### config.mk
export PLATFORM = sky130hd
export DESIGN_NAME = seq_divider
export DESIGN_NICKNAME = d
export VERILOG_FILES = /design/src/rtl/seq_divider.sv
export SDC_FILE = /design/constraint.sdc
export NUM_CORES = 1
export LEC_CHECK = 0
export BUFFER_PORTS_ARGS = -buffer_cell sky130_fd_sc_hd__buf_2
export CELL_PAD_IN_SITES_DETAIL_PLACEMENT = 1
export CELL_PAD_IN_SITES_GLOBAL_PLACEMENT = 2
export CORE_ASPECT_RATIO = 0.5
export CORE_UTILIZATION = 38
export CTS_CLUSTER_SIZE = 30
export DETAILED_ROUTE_END_ITERATION = 8
export PLACE_DENSITY = 0.82
export REMOVE_ABC_BUFFERS = 1
export SYNTH_ARGS = -nofsm -noshare
export SYNTH_HDL_FRONTEND = slang
export SYNTH_SLANG_ARGS = --single-unit
### constraint.sdc
create_clock -name clk -period 5.51 [get_ports clk]
set_input_delay 0.2755 -clock clk [delete_from_list [all_inputs] [get_ports clk]]
set_output_delay 0.2755 -clock clk [all_outputs]
set_load 0.01 [all_outputs]
### src/rtl/seq_divider.sv
// rtl/seq_divider.sv - sequential restoring divider, signed/unsigned, one quotient bit per clock
module seq_divider #(
   parameter int N = 32
) (
   input  logic         clk,
   input  logic         rst_n,
   input  logic         start,
   input  logic         is_signed,
   input  logic [N-1:0] dividend,
   input  logic [N-1:0] divisor,
   output logic         busy,
   output logic         done,
   output logic [N-1:0] quotient,
   output logic [N-1:0] remainder,
   output logic         div_by_zero,
   output logic         OF
);

   localparam int CW = $clog2(N + 1);

   typedef enum logic [1:0] {IDLE, DIV, FIX, DONE} state_t;

   state_t        state_q, state_d;
   logic [CW-1:0] cnt_q, cnt_d;
   logic [N:0]    rem_q, rem_d;     // partial remainder, one extra bit for the trial sign
   logic [N-1:0]  wq_q, wq_d;       // starts as |dividend|, shifts out as quotient shifts in
   logic [N-1:0]  dsr_q, dsr_d;     // |divisor|
   logic          qneg_q, qneg_d;
   logic          rneg_q, rneg_d;
   logic          ovf_q, ovf_d;     // MIN / -1 seen at issue
   logic [N-1:0]  quo_q, quo_d;
   logic [N-1:0]  rmd_q, rmd_d;
   logic          dbz_q, dbz_d;
   logic          of_q, of_d;

   logic          dvd_neg, dsr_neg;
   logic [N-1:0]  dvd_mag, dsr_mag;
   logic [N:0]    r_shift, trial;
   logic [N-1:0]  min_val;

   assign min_val = {1'b1, {(N-1){1'b0}}};
   assign dvd_neg = is_signed & dividend[N-1];
   assign dsr_neg = is_signed & divisor[N-1];
   // |MIN| wraps back to the bit pattern 2^(N-1), which is exactly the unsigned magnitude
   assign dvd_mag = dvd_neg ? -dividend : dividend;
   assign dsr_mag = dsr_neg ? -divisor : divisor;
   assign r_shift = {rem_q[N-1:0], wq_q[N-1]};
   assign trial   = r_shift - {1'b0, dsr_q};

   assign quotient    = quo_q;
   assign remainder   = rmd_q;
   assign div_by_zero = dbz_q;
   assign OF          = of_q;

   // State and datapath registers; reset aborts any operation in flight
   always_ff @(posedge clk or negedge rst_n) begin
      if (!rst_n) begin
         state_q <= IDLE;
         cnt_q   <= '0;
         rem_q   <= '0;
         wq_q    <= '0;
         dsr_q   <= '0;
         qneg_q  <= 1'b0;
         rneg_q  <= 1'b0;
         ovf_q   <= 1'b0;
         quo_q   <= '0;
         rmd_q   <= '0;
         dbz_q   <= 1'b0;
         of_q    <= 1'b0;
      end else begin
         state_q <= state_d;
         cnt_q   <= cnt_d;
         rem_q   <= rem_d;
         wq_q    <= wq_d;
         dsr_q   <= dsr_d;
         qneg_q  <= qneg_d;
         rneg_q  <= rneg_d;
         ovf_q   <= ovf_d;
         quo_q   <= quo_d;
         rmd_q   <= rmd_d;
         dbz_q   <= dbz_d;
         of_q    <= of_d;
      end
   end

   // Next-state, iteration and result-load logic
   always_comb begin
      state_d = state_q;
      cnt_d   = cnt_q;
      rem_d   = rem_q;
      wq_d    = wq_q;
      dsr_d   = dsr_q;
      qneg_d  = qneg_q;
      rneg_d  = rneg_q;
      ovf_d   = ovf_q;
      quo_d   = quo_q;
      rmd_d   = rmd_q;
      dbz_d   = dbz_q;
      of_d    = of_q;
      busy    = (state_q != IDLE);
      done    = (state_q == DONE);

      case (state_q)
         IDLE: begin
            if (start) begin
               dbz_d  = 1'b0;
               of_d   = 1'b0;
               qneg_d = dvd_neg ^ dsr_neg;
               rneg_d = dvd_neg;
               ovf_d  = is_signed && (dividend == min_val) && (divisor == '1);
               rem_d  = '0;
               wq_d   = dvd_mag;
               dsr_d  = dsr_mag;
               cnt_d  = CW'(N);
               if (divisor == '0) begin
                  quo_d   = '1;
                  rmd_d   = dividend;
                  dbz_d   = 1'b1;
                  state_d = DONE;
               end else begin
                  state_d = DIV;
               end
            end
         end
         DIV: begin
            if (!trial[N]) begin
               rem_d = trial;
               wq_d  = {wq_q[N-2:0], 1'b1};
            end else begin
               rem_d = r_shift;
               wq_d  = {wq_q[N-2:0], 1'b0};
            end
            cnt_d = cnt_q - CW'(1);
            if (cnt_q == CW'(1)) begin
               state_d = FIX;
            end
         end
         FIX: begin
            // Sign flags are only ever set in signed mode, so unsigned passes straight through
            quo_d   = qneg_q ? -wq_q : wq_q;
            rmd_d   = rneg_q ? -rem_q[N-1:0] : rem_q[N-1:0];
            of_d    = ovf_q;
            state_d = DONE;
         end
         DONE: begin
            state_d = IDLE;
         end
         default: begin
            state_d = IDLE;
         end
      endcase
   end

endmodule

---- After elaboration in Yosys (flattened, before gate mapping) ----
Index checks and enable logic that the tools add are counted.
storage, ports and cells
  logic and storage cells ................. 67
  latch bits .............................. 0
  bits in read-only memories .............. 0
  input port bits ......................... 68
  RAM bits ................................ 0
  register bits ........................... 173
  memories ................................ 0
cells by class
  equality and inequality tests ........... 9
  shift operators ......................... 0
  $mul .................................... 0
  add/subtract/negate cells ............... 6
  reduce and logical (&&, ||, !) cells .... 12
  order comparisons ....................... 0
  bitwise logic cells ..................... 3
  multiplexer cells ....................... 25
  divide/modulo/power cells ............... 0
operators by type and width
  cell                  number
  $mux 32               11
  $pmux 32 s2           4
  $neg 32->32           4
  $eq 32x32->1 const B  2
  $sub 33x32->33        1
  $logic_not 32->1      1
  $pmux 6 s2            1
  $pmux 2 s4            1
  $reduce_and 2->1      4
  $eq 6x1->1 const B    1
  $mux 2                3
  $mux 6                1
  $ne 2x2->1 const B    3
  $reduce_bool 2->1     3
  $sub 6x1->6 const B   1
  $eq 2x2->1 const B    2
  $mux 1                3
  $reduce_and 3->1      1
  $and 1x1->1           2
  $eq 2x1->1 const B    1
  $logic_and 1x1->1     2
  $logic_not 2->1       1
  $pmux 1 s2            1
  $xor 1x1->1           1

---- Longest topological paths before layout ----
  depth after elaboration ................. 4
  mapped depth ............................ 13
  gate-level depth less buffers ........... 12

---- Least setup slack after synthesis ----
Ideal clock, no wire load.
  path kind ............................... reg2reg
  from .................................... register wq_q[31]
  to ...................................... register rem_q[10]
  arrival time ............................ 3.083 ns
  path buffers ............................ 1
  data required time ...................... 5.377 ns
  setup time .............................. 0.133 ns
  slack ................................... 2.294 ns
  stages on the path, launching flop included .. 14
  clock period less this slack ............ 3.216 ns
  cell sequence ........................... dfrtp_1 inv_1 ha_1 fa_1 nand2b_1 a21oi_1 o21ai_0 o31a_1 o21ai_1 a211oi_1 xnor2_1 buf_2 mux2i_1 o21ai_0
on the way
  longest elaborated chain between the ends .. 3
RTL lines
  what                    RTL line  RTL
  from (decl)             26        logic [N-1:0] wq_q, wq_d;
  from (signal assigned)  74        wq_q <= wq_d;
  $sub 33x32->33          48        assign trial = r_shift - {1'b0, dsr_q};
  $mux 32                 126       if (!trial[N]) begin
  $pmux 32 s2             103       case (state_q)
  to (signal assigned)    73        rem_q <= rem_d;
  to (decl)               25        logic [N:0] rem_q, rem_d;
No other way between the ends.
A chain may end at the register's enable or synchronous reset.

---- Final worst setup path ----
  from .................................... register wq_q[31]
  to ...................................... register rem_q[1]
The elaborated chain is that of the path after synthesis.

==> results.md <==
- Final Cycle Share: 74.00%
- FF-to-FF setup slack: 1.43 ns
- Clock share of power: 14.1%
- Hold Path Class: primary input to register
- Wire per inst: 19.14 um
- Placer Congestion: 0.8605
- Sw power: 4.189 mW
- EDFF count, synth: 0
- Num rows: 45
- Number of CTS-inserted buffers: 17
- Max_cap viols: 0
- CP arrival: 4.42 ns
- Vias in the first global route: 10730
- Worst EP required: 5.85 ns
- Pwr Density: 638.3 mW/mm2
- Die width: 250.7 um
- Switching share of power: 49.26%
- Hold Crit Depth: 3
- Via count: 10610
- DRT antenna net count: 0
- First-pass DRT Iterations: 5
- I/O pin total: 136
- Final setup skew: 0.009873 ns
- Placed cell count: 1903
- Yosys top cell area share: 36.85%
- Synth warn: 0
- Residual DRC: 0
- Clock period minus worst slack: 4.077 ns
- Synthesized flop and latch total: 173
- Hold Buf Count CTS: 1
- WL final: 37030 um
- Mean post-synth cell area: 8.186 um2
- FFs w/ async S/R, synth: 100.0%
- DIE AREA: 0.03166 mm2
- Gr ovfl total: 0
- Core area: 0.03035 mm2
- Worst R2R Path Depth: 13
- Syn Inst Count: 1435
- Worst Setup Path Type: register to register
- Clk pin slew, worst setup/hold paths: 0.07 ns
- Register area share after synthesis: 36.85%
- Synth top area cells: dfrtp_1, o21ai_0, xor2_1, nand2_1, ha_1
- # fillers: 3717
- Upper clock frequency limit: 245.3 MHz
- Worst Path Max Fanout: 15
- Synth area leader: dfrtp_1
- Die H: 126.3 um
- Worst min-delay path startpoint: dividend[5]
- TritonCTS clock tree: built
- Synth Cell Area: 0.01175 mm2
- Sequential share of power: 28.3%
- Hold Fails Final Rpt: 0
- Worst slack, placed: 1.463 ns
- Layout cells sized above 1: 13.09%
- Final WS setup: 1.433 ns
- Post-Layout Cell Count: 1935
- Setup TNS: 0 ns
- Initial Util: 38.71%
- Via-per-instance ratio: 5.484
- Hold Slack: 0.1479 ns
- Clock Latency Late Sink: 0.46 ns
- Port Buffers: 135
- Post-synth cell types: 62
- Slew margin rel.: 28.78%
- DP Wirelength: 28060 um
- Primary FF master, synth: dfrtp_1
- LEAKAGE: 5.772 nW
- H-tree depth: 4
- GRT Resource Usage Total: 23.87%
- Clk root buf: clkbuf_16
- Type of origin of the critical path: register
- Hold Crit Endpoint: remainder[5]
- Pint: 4.315 mW
- Area delta synth->final: 13.42%
- First-pass GRT wire length: 59750 um
- Clock buffer depth: 2
- Post-CTS Setup Inserts: 0
- Number of clock sinks: 173
- Final Setup Violations: 0
- VDD IR max: 201.6 uV
- RR Startpoint: wq_q[31]
- RSZ-0062 raised after global routing: false
- Initial DRC Count: 688
- Final #Nets: 1636
- Reg2Reg Capture Point: rem_q[1]
- Gate power share: 57.6%
- CTS resizes: 0
- Largest net degree at the start of global routing: 99
- Outcome: finished, final reports clean
- Final Max Tran Viols: 0
- Worst Setup End Kind: register
- Worst-margin pin slew: 1.063 ns
- Initial antenna violation count: 1
## synth_stat cells, types with 14 or more instances
cell	instances
mux2i_1	33
or3_1	14
dfrtp_1	173
ha_1	43
a31oi_1	40
nor2_1	119
o21ai_0	187
xor2_1	90
xnor2_1	58
nand2_1	200
nor3_1	21
a21oi_1	105
inv_1	55
nand3_1	16
o31ai_1	27
clkbuf_1	65
## final cells by class
cell class | count | area, um2 | share of cell area [%]
inverters | 56 | 210.2 | 1.578
clock buffers | 19 | 442.9 | 3.324
repair buffers | 146 | 767.0 | 5.756
diodes | 1 | 2.502 | 0.01878
multi-input cells | 1130 | 6959 | 52.23
well taps | 399 | 499.2 | 3.747
clock inverters | 11 | 113.9 | 0.8545
flip-flops and latches | 173 | 4329 | 32.49
## power groups by stage
stage	Combinational [mW]	Sequential, mW	Clock (mW)
after detailed placement	4.88	2.43	0
after CTS	4.92	2.41	1.22
final	4.90	2.41	1.20
after global placement	4.76	2.39	0
after global routing	5.48	2.51	1.27
after floorplan	3.42	2.33	0
## cell families after synthesis
family          Yosys count  share of synthesized area, %
buf+inv                 132                         4.271
simple gates            464                         18.07
xor+xnor                148                         11.03
fa+ha+maj                44                         4.750
mux                      33                         2.812
compound gates          441                         22.21
flops                   173                         36.85
## critical path, cell delays in order, from the launching register on
cell	delay (ns)
dfrtp_1	0.32
inv_1	0.09
ha_1	0.25
fa_1	0.41
nand2b_1	0.19
a21oi_1	0.17
o21ai_0	0.17
o31a_1	0.30
o21ai_1	0.33
a211oi_1	0.21
xnor2_2	0.85
buf_4	0.32
nand2_1	0.08
a32o_1	0.27
## flip-flops by register name (all words and copies together), names as in the netlist
name / flops
ovf_q: 1
qneg_q: 1
rneg_q: 1
remainder: 32
rem_q: 32
OF: 1
state_q: 2
quotient: 32
dsr_q: 32
cnt_q: 6
div_by_zero: 1
wq_q: 32
## metal layers
layer / up-vias / global-route usage [%] / wire, um
met5: - / 0 / 0
met1: 5210 / 34.54 / 19120
met4: 0 / 6.460 / 578
met3: 31 / 3.263 / 951
met2: 131 / 37.40 / 16390
li1: 5240 / - / -
## stage by stage
step | power [mW] | area [um2] | utilization (%)
final | 8.504 | 13320 | 43.90
after global routing | 9.259 | 13320 | 43.90
after CTS | 8.548 | 13320 | 43.90
after detailed placement | 7.318 | 12750 | 42.03
after global placement | 7.150 | 12750 | 42.03
after floorplan | 5.752 | 11460 | -
## how the worst max path moves through the flow
stage	startpoint	endpoint	slack, ns	cells after the start
after global placement	wq_q[31]	rem_q[0]	1.54	13
after global routing	wq_q[31]	rem_q[23]	1.11	12
final	wq_q[31]	rem_q[1]	1.43	13
after CTS	wq_q[31]	rem_q[8]	1.42	13
after detailed placement	wq_q[31]	rem_q[1]	1.46	13
after floorplan	state_q[0]	quotient[0]	-0.15	5
## placed cells by master (no fill, tap or decap), types with 16 or more instances in the layout
cell,n
a21oi_1,104
inv_1,55
o21ai_0,187
xnor2_1,57
nand2_1,199
mux2i_1,33
buf_2,134
nand3_1,16
clkbuf_16,17
a31oi_1,40
dfrtp_1,173
nor3_1,21
xor2_1,90
nor2_1,119
ha_1,41
o31ai_1,27
Power figures use the tool's default switching activity.
